[config.mk]
export PLATFORM = sky130hd
export DESIGN_NAME = seq_detect_param
export DESIGN_NICKNAME = d
export VERILOG_FILES = /design/src/rtl/seq_detect_pkg.sv /design/src/rtl/seq_detect_param_sat_counter.sv /design/src/rtl/seq_detect_param.sv
export SDC_FILE = /design/constraint.sdc
export NUM_CORES = 1
export LEC_CHECK = 0
export CORE_MARGIN = 8
export CORE_UTILIZATION = 57
export CTS_CLUSTER_SIZE = 12
export DETAILED_ROUTE_END_ITERATION = 10
export PLACE_DENSITY_LB_ADDON = 0.15
export SLEW_MARGIN = 20
export SYNTH_ARGS = -nofsm -noshare
export SYNTH_HDL_FRONTEND = slang
export SYNTH_SLANG_ARGS = --single-unit
[constraint.sdc]
create_clock -name clk -period 5.6 [get_ports clk]
set_clock_uncertainty 0.2 [all_clocks]
set_input_delay 0.84 -clock clk [delete_from_list [all_inputs] [get_ports clk]]
set_output_delay 0.84 -clock clk [all_outputs]
set_load 0.02 [all_outputs]
[src/rtl/seq_detect_pkg.sv]
// Shared types and reset constants for the parametrised sequence detector.
package seq_detect_pkg;

    typedef enum logic {
        RUN   = 1'b0,
        FLUSH = 1'b1
    } state_t;

    // Reset configuration reproduces the legacy fixed 4-bit 1011 detector.
    localparam logic [3:0] DEF_PATTERN = 4'b1011;
    localparam int         DEF_LEN     = 4;
    localparam logic       DEF_OVERLAP = 1'b1;

endpackage

[src/rtl/seq_detect_param_sat_counter.sv]
// Saturating up-counter; clear takes priority over increment.
module sat_counter #(
    parameter int W = 8
) (
    input  logic         clk,
    input  logic         reset,
    input  logic         inc,
    input  logic         clr,
    output logic [W-1:0] count
);

    // Count up to all-ones and hold there until cleared.
    always_ff @(posedge clk) begin
        if (reset || clr)
            count <= '0;
        else if (inc && (count != '1))
            count <= count + W'(1);
    end

endmodule

[src/rtl/seq_detect_param.sv]
// Serial sequence detector with a runtime-programmable pattern of 1..MAX_LEN
// bits, overlapping or non-overlapping, plus a saturating hit counter.
module seq_detect_param
    import seq_detect_pkg::*;
#(
    parameter int MAX_LEN = 8,
    parameter int LEN_W   = $clog2(MAX_LEN + 1),
    parameter int CNT_W   = 8
) (
    input  logic               clk,
    input  logic               reset,
    input  logic               cfg_we,
    input  logic [MAX_LEN-1:0] cfg_pattern,
    input  logic [LEN_W-1:0]   cfg_len,
    input  logic               cfg_overlap,
    input  logic               in_valid,
    input  logic               x,
    input  logic               cnt_clr,
    output logic               match,
    output logic [CNT_W-1:0]   hit_count,
    output logic               cfg_err
);

    localparam logic [LEN_W-1:0] MAX_L = LEN_W'(MAX_LEN);

    state_t             state, state_next;
    logic [MAX_LEN-1:0] pat_q, pat_d;
    logic [LEN_W-1:0]   len_q, len_d;
    logic               ovl_q, ovl_d;
    logic [MAX_LEN-1:0] hist, hist_d;
    logic [LEN_W-1:0]   fill, fill_d;
    logic               match_d, err_d, hit;

    logic [MAX_LEN-1:0] shifted;
    logic [LEN_W-1:0]   fill_inc;
    logic [MAX_LEN:0]   mask_w;
    logic [MAX_LEN-1:0] len_mask;
    logic               len_ok, hit_cond;

    // Candidate history/fill for this bit, and the masked compare against it.
    always_comb begin
        shifted  = {hist[MAX_LEN-2:0], x};
        fill_inc = (fill == MAX_L) ? fill : fill + LEN_W'(1);
        mask_w   = ((MAX_LEN+1)'(1) << len_q) - (MAX_LEN+1)'(1);
        len_mask = mask_w[MAX_LEN-1:0];
        hit_cond = (fill_inc >= len_q) && (((shifted ^ pat_q) & len_mask) == '0);
        len_ok   = (cfg_len != '0) && (cfg_len <= MAX_L);
    end

    // Next-state logic: config writes preempt data; FLUSH wipes history for one cycle.
    always_comb begin
        state_next = state;
        pat_d      = pat_q;
        len_d      = len_q;
        ovl_d      = ovl_q;
        hist_d     = hist;
        fill_d     = fill;
        match_d    = 1'b0;
        err_d      = 1'b0;
        hit        = 1'b0;
        if (cfg_we) begin
            // The data bit presented alongside a config write is dropped.
            if (len_ok) begin
                pat_d      = cfg_pattern;
                len_d      = cfg_len;
                ovl_d      = cfg_overlap;
                state_next = FLUSH;
            end else begin
                err_d = 1'b1;
            end
        end else begin
            case (state)
                FLUSH: begin
                    hist_d     = '0;
                    fill_d     = '0;
                    state_next = RUN;
                end
                default: begin
                    if (in_valid) begin
                        hist_d = shifted;
                        fill_d = fill_inc;
                        if (hit_cond) begin
                            match_d = 1'b1;
                            hit     = 1'b1;
                            // Non-overlap: demand len_q fresh bits before the next hit.
                            if (!ovl_q)
                                fill_d = '0;
                        end
                    end
                end
            endcase
        end
    end

    // State, configuration, history and registered pulse outputs.
    always_ff @(posedge clk) begin
        if (reset) begin
            state   <= RUN;
            pat_q   <= MAX_LEN'(DEF_PATTERN);
            len_q   <= LEN_W'(DEF_LEN);
            ovl_q   <= DEF_OVERLAP;
            hist    <= '0;
            fill    <= '0;
            match   <= 1'b0;
            cfg_err <= 1'b0;
        end else begin
            state   <= state_next;
            pat_q   <= pat_d;
            len_q   <= len_d;
            ovl_q   <= ovl_d;
            hist    <= hist_d;
            fill    <= fill_d;
            match   <= match_d;
            cfg_err <= err_d;
        end
    end

    sat_counter #(.W(CNT_W)) u_hit_cnt (
        .clk   (clk),
        .reset (reset),
        .inc   (hit),
        .clr   (cnt_clr),
        .count (hit_count)
    );

endmodule

==> results_dict.tcl, run 1 <==
set metrics [dict create \
    fmax_ghz 0.302 \
    rsz0062_at_grt "no" \
    ant_nets 0 \
    fin_crit_sh_pct 59.1 \
    path_clk_slew_ns 0.11 \
    dieArea_um2 5390 \
    cts_inserted_buffers 5 \
    wirelength_um 4340 \
    cap_violations 0 \
    grt_pass1_vias 1648 \
    vdd_drop_max_mv 0.150 \
    min_period_ns 3.31 \
    wl_per_cell_um 13.9 \
    dr_total_vias 1768 \
    fin_tns_setup_ns 0 \
    syn_nets 266 \
    power_density_nw_per_um2 211 \
    syn_to_final_growth_pct 18.5 \
    pin_count 29 \
    grt_pass1_wl_um 7270 \
    antenna_found_initial 0 \
    hold_violations 0 \
    postPlaceCellArea_um2 2170 \
    dp_hpwl_um 3250 \
    netlist_instances 239 \
    cts_root_buf "clkbuf_4" \
    worst_setup_path_start_kind "register" \
    synthFlopType "dfxtp_1" \
    synth_area_um2 1880 \
    finalSetupViolCount 0 \
    insertedDiodeCount 0 \
    fin_total_pwr_mw 0.470 \
    dr.pass1.iters 6 \
    ys_seq_elements 35 \
    clk_latency_ns 0.34 \
    dieWidth_um 73.4 \
    layout-drive-gt1-share_pct 6.42 \
    cts_resized 0 \
    design_area_um2 2220 \
    core_area_um2 3260 \
    clockBufferDepth 2 \
    drv_slew 0 \
    leakage_nw 0.875 \
    path_max_fanout 8 \
    die_h_um 73.4 \
    cts_tree "built" \
    hp-class "reg -> reg" \
    final_nets 291 \
    worst-setup-path-type "reg -> reg" \
    clkSinkCount 35 \
    cp-end-kind "register" \
    yosysUniqueCellTypes 45 \
    synth_area_per_cell_um2 7.86 \
    relSlewSlack_pct 37.9 \
    tightest_slew_ns 0.924 \
    post-cts-setup-buffer-count 0 \
    status "completed" \
    portBuffers 28 \
    overflow 0 \
    yosys_warnings 0 \
    viasPerCell 5.68 \
    row_count 21 \
    cts_hold_buf 0 \
    cts_max_level 2 \
    drtIter0Drc 123 \
    drc 0 \
    ys_seq_area_share_pct 37.3 \
    nFillCells 318 \
    initial_core_util_pct 57.6 \
    critPathArrivalTime_ns 3.39 \
    fin_ws_ns 2.29 \
    async_flop_share_pct 0 \
    required_ns 5.68 \
    grt_usage_pct 17.0 \
    synth_edf_count 0 \
    dp_slack_ns 2.34 \
    grt_start_max_net_pins 30 \
    gp_congestion 1.01 \
]
-- kinds of logic (layout without fill, tap and decap cells) --
| kind of cell | after synthesis | in the layout | share of synthesized area (%) |
|---|---|---|---|
| AO/OA/AOI/OAI | 47 | 47 | 16.7 |
| AND/OR/NAND/NOR | 116 | 116 | 29.7 |
| buffers and inverters | 19 | 45 | 4.33 |
| XOR/XNOR | 12 | 12 | 5.60 |
| adder cells (fa/ha/maj) | 8 | 8 | 5.33 |
| flip-flops | 35 | 35 | 37.3 |
| multiplexers | 2 | 2 | 1.07 |
-- flip-flops by register name (all words and copies together) (netlist names) --
signal and count:
hist 7, u_hit_cnt.count 8, len_q 4, match 1, ovl_q 1, state 1, cfg_err 1, pat_q 8
fill 4
-- critical path, stage by stage, from the launching register on --
cell and delay (ns):
dfxtp_1 0.39, or4_4 0.57, ha_1 0.29, inv_1 0.05, a222oi_1 0.32, nand4_1 0.12, or4_1 0.67, or4_1 0.51
a21oi_1 0.14
-- layer usage --
| layer | up-vias | GRT usage (%) | wire (um) |
|---|---|---|---|
| li1 | 898 | - | - |
| met5 | - | 0 | 0 |
| met1 | 810 | 19.3 | 1900 |
| met2 | 49 | 29.2 | 2120 |
| met4 | 0 | 7.76 | 99 |
| met3 | 11 | 4.09 | 223 |
-- cell type report --
cell class              instances  area, um2  share of cell area [%]
multi-input cells             185       1100                    49.3
flip-flops and latches         35        701                    31.5
clock buffers                   5       37.5                    1.69
clock inverters                 3       15.0                   0.675
well taps                      46       57.6                    2.59
repair buffers                 29        288                    12.9
inverters                       8       30.0                    1.35
-- worst paths after layout --
| kind | startpoint | endpoint | slack [ns] | depth (start not counted) |
|---|---|---|---|---|
| worst min-delay path | pat_q[7]$_SDFFE_PP0P_ | pat_q[7]$_SDFFE_PP0P_ | 0.27 | 2 |
| worst max register to register | len_q[0]$_SDFFE_PP0P_ | u_hit_cnt.count[0]$_SDFFE_PP0P_ | 2.29 | 8 |
| worst min register to register | pat_q[7]$_SDFFE_PP0P_ | pat_q[7]$_SDFFE_PP0P_ | 0.27 | 2 |
| worst max-delay path | len_q[0]$_SDFFE_PP0P_ | u_hit_cnt.count[0]$_SDFFE_PP0P_ | 2.29 | 8 |
-- power breakdown --
part	switching, mW	total (mW)	internal (mW)
clock network	0.0857	0.132	0.0467
logic	0.0397	0.0730	0.0333
registers	0.00784	0.265	0.257
total	0.133	0.470	0.337
-- metrics by stage --
stage / std cells / hold WS (ns) / utilization, %
after global routing: 311 / 0.302 / 68.3
after detailed placement: 303 / 0.260 / 66.7
final: 311 / 0.273 / 68.3
after floorplan: 239 / 0.238 / -
after CTS: 311 / 0.275 / 68.3
after global placement: 303 / 0.262 / 66.7
-- layout by cell type, fill, tap and decap left out, types with 6 or more instances in the layout --
master / netlist / routed
a22oi_1: 10 / 10
nand4_1: 7 / 7
nor3_1: 10 / 10
ha_1: 8 / 8
nand3_1: 6 / 6
nand2_1: 48 / 48
o21ai_0: 7 / 7
inv_1: 8 / 8
dfxtp_1: 35 / 35
a21oi_1: 15 / 15
nor2_1: 20 / 20
xor2_1: 7 / 7
clkdlybuf4s50_1: 0 / 28
-- cells in the mapped netlist (all sizes together), types with 2 or more instances --
library cell,n,area [um2]
o21ai,8,40.0
and2,3,18.8
o41ai,2,17.5
a22oi,10,75.1
and3,2,12.5
dfxtp,35,701
nand3b,5,37.5
nor2,20,75.1
buf,4,25.0
inv,8,30.0
nor3,10,50.1
a21oi,15,75.1
nand4,7,43.8
or2,2,12.5
mux2i,2,20.0
nand2b,2,12.5
nand2,49,186
a31o,4,35.0
nand3,6,30.0
ha,8,100
xnor2,5,43.8
clkbuf,7,26.3
or4,3,26.3
xor2,7,61.3
No activity file was read; power rests on OpenSTA's default activity.
==> run 2: changes to the inputs <==
--- a/config.mk
+++ b/config.mk
@@ -6,7 +6,7 @@
 export NUM_CORES = 1
 export LEC_CHECK = 0
 export CORE_MARGIN = 8
-export CORE_UTILIZATION = 57
+export CORE_UTILIZATION = 48
 export CTS_CLUSTER_SIZE = 12
 export DETAILED_ROUTE_END_ITERATION = 10
 export PLACE_DENSITY_LB_ADDON = 0.15
==> constraint.sdc (replaced) <==
create_clock -name clk -period 2.65 [get_ports clk]
set_clock_uncertainty 0.2 [all_clocks]
set_input_delay 0.3975 -clock clk [delete_from_list [all_inputs] [get_ports clk]]
set_output_delay 0.3975 -clock clk [all_outputs]
set_load 0.02 [all_outputs]
==> run 2 against run 1 <==
The flow now finishes with violations (negative setup slack). Core utilization grew 5.2 points. Largest cell class unchanged. Sequential share of layout area down 5.6 points. Non-clock buffer count increased by 36. Register-to-register slack got worse by 2.6 ns. Setup slack lost 2.6 ns. Cell area increased by 23%. First-iteration DRC count fell by 21%. Critical endpoint unchanged. Sequential cell count did not move. Clock-buffer cell count stayed put.
==> results_dict.tcl, run 2 (synthesis results as in run 1) <==
set metrics [dict create \
    leakage_nw 1.12 \
    dieWidth_um 78.6 \
    hold_depth 2 \
    clockBufferDepth 2 \
    hold_violations 0 \
    vdd_drop_max_mv 0.424 \
    wl_per_cell_um 14.3 \
    hp-class "reg -> reg" \
    fin_crit_sh_pct 113 \
    status "finished with violations" \
    r2r_slack_ns -0.34 \
    viasPerCell 5.50 \
    grt_pass1_wl_um 7730 \
    fin_tns_setup_ns -1.85 \
    core_area_um2 3720 \
    worst-setup-path-type "reg -> reg" \
    grt_start_max_net_pins 23 \
    grt_pass1_vias 1779 \
    dp_hpwl_um 3380 \
    initial_core_util_pct 50.5 \
    r2r-end "u_hit_cnt.count[0]$_SDFFE_PP0P_" \
    cp-end-kind "register" \
    cts_inserted_buffers 5 \
    syn_to_final_growth_pct 45.3 \
    gp_congestion 0.883 \
    mostFrequentLayoutCells "nand2_1 (47), buf_4 (34), dfxtp_1 (32), clkdlybuf4s50_1 (28), nor2_1 (18)" \
    layout-drive-gt1-share_pct 26.9 \
    hold_end "pat_q[2]$_SDFFE_PP0P_" \
    min_period_ns 2.99 \
    drc 0 \
    cts_tree "built" \
    path_clk_slew_ns 0.07 \
    nFillCells 310 \
    clkSinkCount 35 \
    mostFrequentLayoutCell "nand2_1" \
    violations "negative setup slack" \
    hold_start "pat_q[2]$_SDFFE_PP0P_" \
    rr_startpoint "len_q[0]$_SDFFE_PP0P_" \
    relSlewSlack_pct 59.0 \
    tightest_slew_ns 0.613 \
    critPathArrivalTime_ns 3.01 \
    cts_root_buf "clkbuf_8" \
    worst_setup_path_start_kind "register" \
    wirelength_um 4990 \
    antenna_found_initial 0 \
    dr.pass1.iters 4 \
    dp_slack_ns -0.379 \
    rsz0062_at_grt "yes" \
    drtIter0Drc 97 \
    die_h_um 78.6 \
    drv_slew 0 \
    top_regs "pat_q x8, u_hit_cnt.count x8, hist x7" \
    ant_nets 0 \
    dieArea_um2 6170 \
    clk_latency_ns 0.29 \
    pin_count 29 \
    finalSetupViolCount 8 \
    fmax_ghz 0.335 \
    overflow 0 \
    insertedDiodeCount 0 \
    cts_max_level 2 \
    power_density_nw_per_um2 496 \
    worstRegToRegCells 8 \
    row_count 22 \
    path_max_fanout 6 \
    required_ns 2.67 \
    fin_ws_ns -0.336 \
    fin_util_pct 73.4 \
    portBuffers 28 \
    cts_hold_buf 0 \
    final_nets 327 \
    dr_total_vias 1920 \
    grt_usage_pct 15.1 \
    cap_violations 0 \
]
==> run 2: changes by cell type in the layout (fill, tap and decap cells not counted), moves of 3 or more <==
| cell | before | now |
|---|---|---|
| dfxtp_1 | 35 | 32 |
| clkbuf_4 | 5 | 0 |
| inv_2 | 0 | 3 |
| clkinv_2 | 3 | 0 |
| ha_1 | 8 | 4 |
| buf_4 | 1 | 34 |
| o21ai_0 | 7 | 3 |
| inv_1 | 8 | 5 |
| clkbuf_8 | 0 | 5 |
==> run 2: worst max-delay path, cell delays in order (launching register included) <==
cell and delay (ns):
dfxtp_4 0.34, or4_4 0.55, ha_4 0.28, inv_2 0.03
a222oi_1 0.26, nand4_1 0.14, or4_4 0.58, or4_1 0.41
a21oi_1 0.13
==> run 2: cell type report <==
type	count	area (um2)	share of cell area, %
multi-input combinational	185	1230	45.2
clock inverter	3	66.3	2.43
timing repair buffer	65	563	20.6
tap	48	60.1	2.20
inverter	8	30.0	1.10
clock buffer	5	68.8	2.52
sequential	35	707	25.9
==> run 2: worst max path at each step <==
stage                               start                         endpoint  slack (ns)  cells after the start
finish              len_q[0]$_SDFFE_PP0P_  u_hit_cnt.count[0]$_SDFFE_PP0P_       -0.34                      8
global route        len_q[0]$_SDFFE_PP0P_  u_hit_cnt.count[0]$_SDFFE_PP0P_       -0.43                      8
CTS                 len_q[0]$_SDFFE_PP0P_  u_hit_cnt.count[0]$_SDFFE_PP0P_       -0.32                      8
detailed placement  len_q[0]$_SDFFE_PP0P_  u_hit_cnt.count[1]$_SDFFE_PP0P_       -0.38                      8
global placement    len_q[0]$_SDFFE_PP0P_  u_hit_cnt.count[0]$_SDFFE_PP0P_       -0.34                      8
floorplan           len_q[0]$_SDFFE_PP0P_  u_hit_cnt.count[0]$_SDFFE_PP0P_       -0.33                      9
==> run 2: per-stage QoR <==
stage,power [mW],std cells,area (um2),hold WS (ns)
after floorplan,0.671,239,1910,0.238
after global placement,0.747,326,2350,0.260
after detailed placement,0.750,326,2350,0.267
after CTS,1.33,335,2510,0.279
after global routing,1.40,349,2730,0.300
final,1.35,349,2730,0.274
==> run 2: power by group <==
| group | switching [mW] | internal (mW) |
|---|---|---|
| Sequential | 0.0118 | 0.542 |
| Combinational | 0.107 | 0.113 |
| Clock | 0.203 | 0.376 |
| Total | 0.321 | 1.03 |
==> run 2: repair_timing <==
item / in CTS / in global routing
endpoints found under the setup margin: 9 / 13
cloned: 0 / 1
pin swaps: 2 / 11
buffers inserted: 1 / 13
endpoints found under the hold margin: 0 / 0
gates resized for setup: 6 / 31
==> run 2: per-layer routing <==
layer	up-vias	share of wire (%)	GRT usage, %
li1	974	-	-
met1	902	45	18.5
met2	36	51	25.5
met3	8	3.5	3.76
met4	0	1.0	4.44
met5	-	0	0
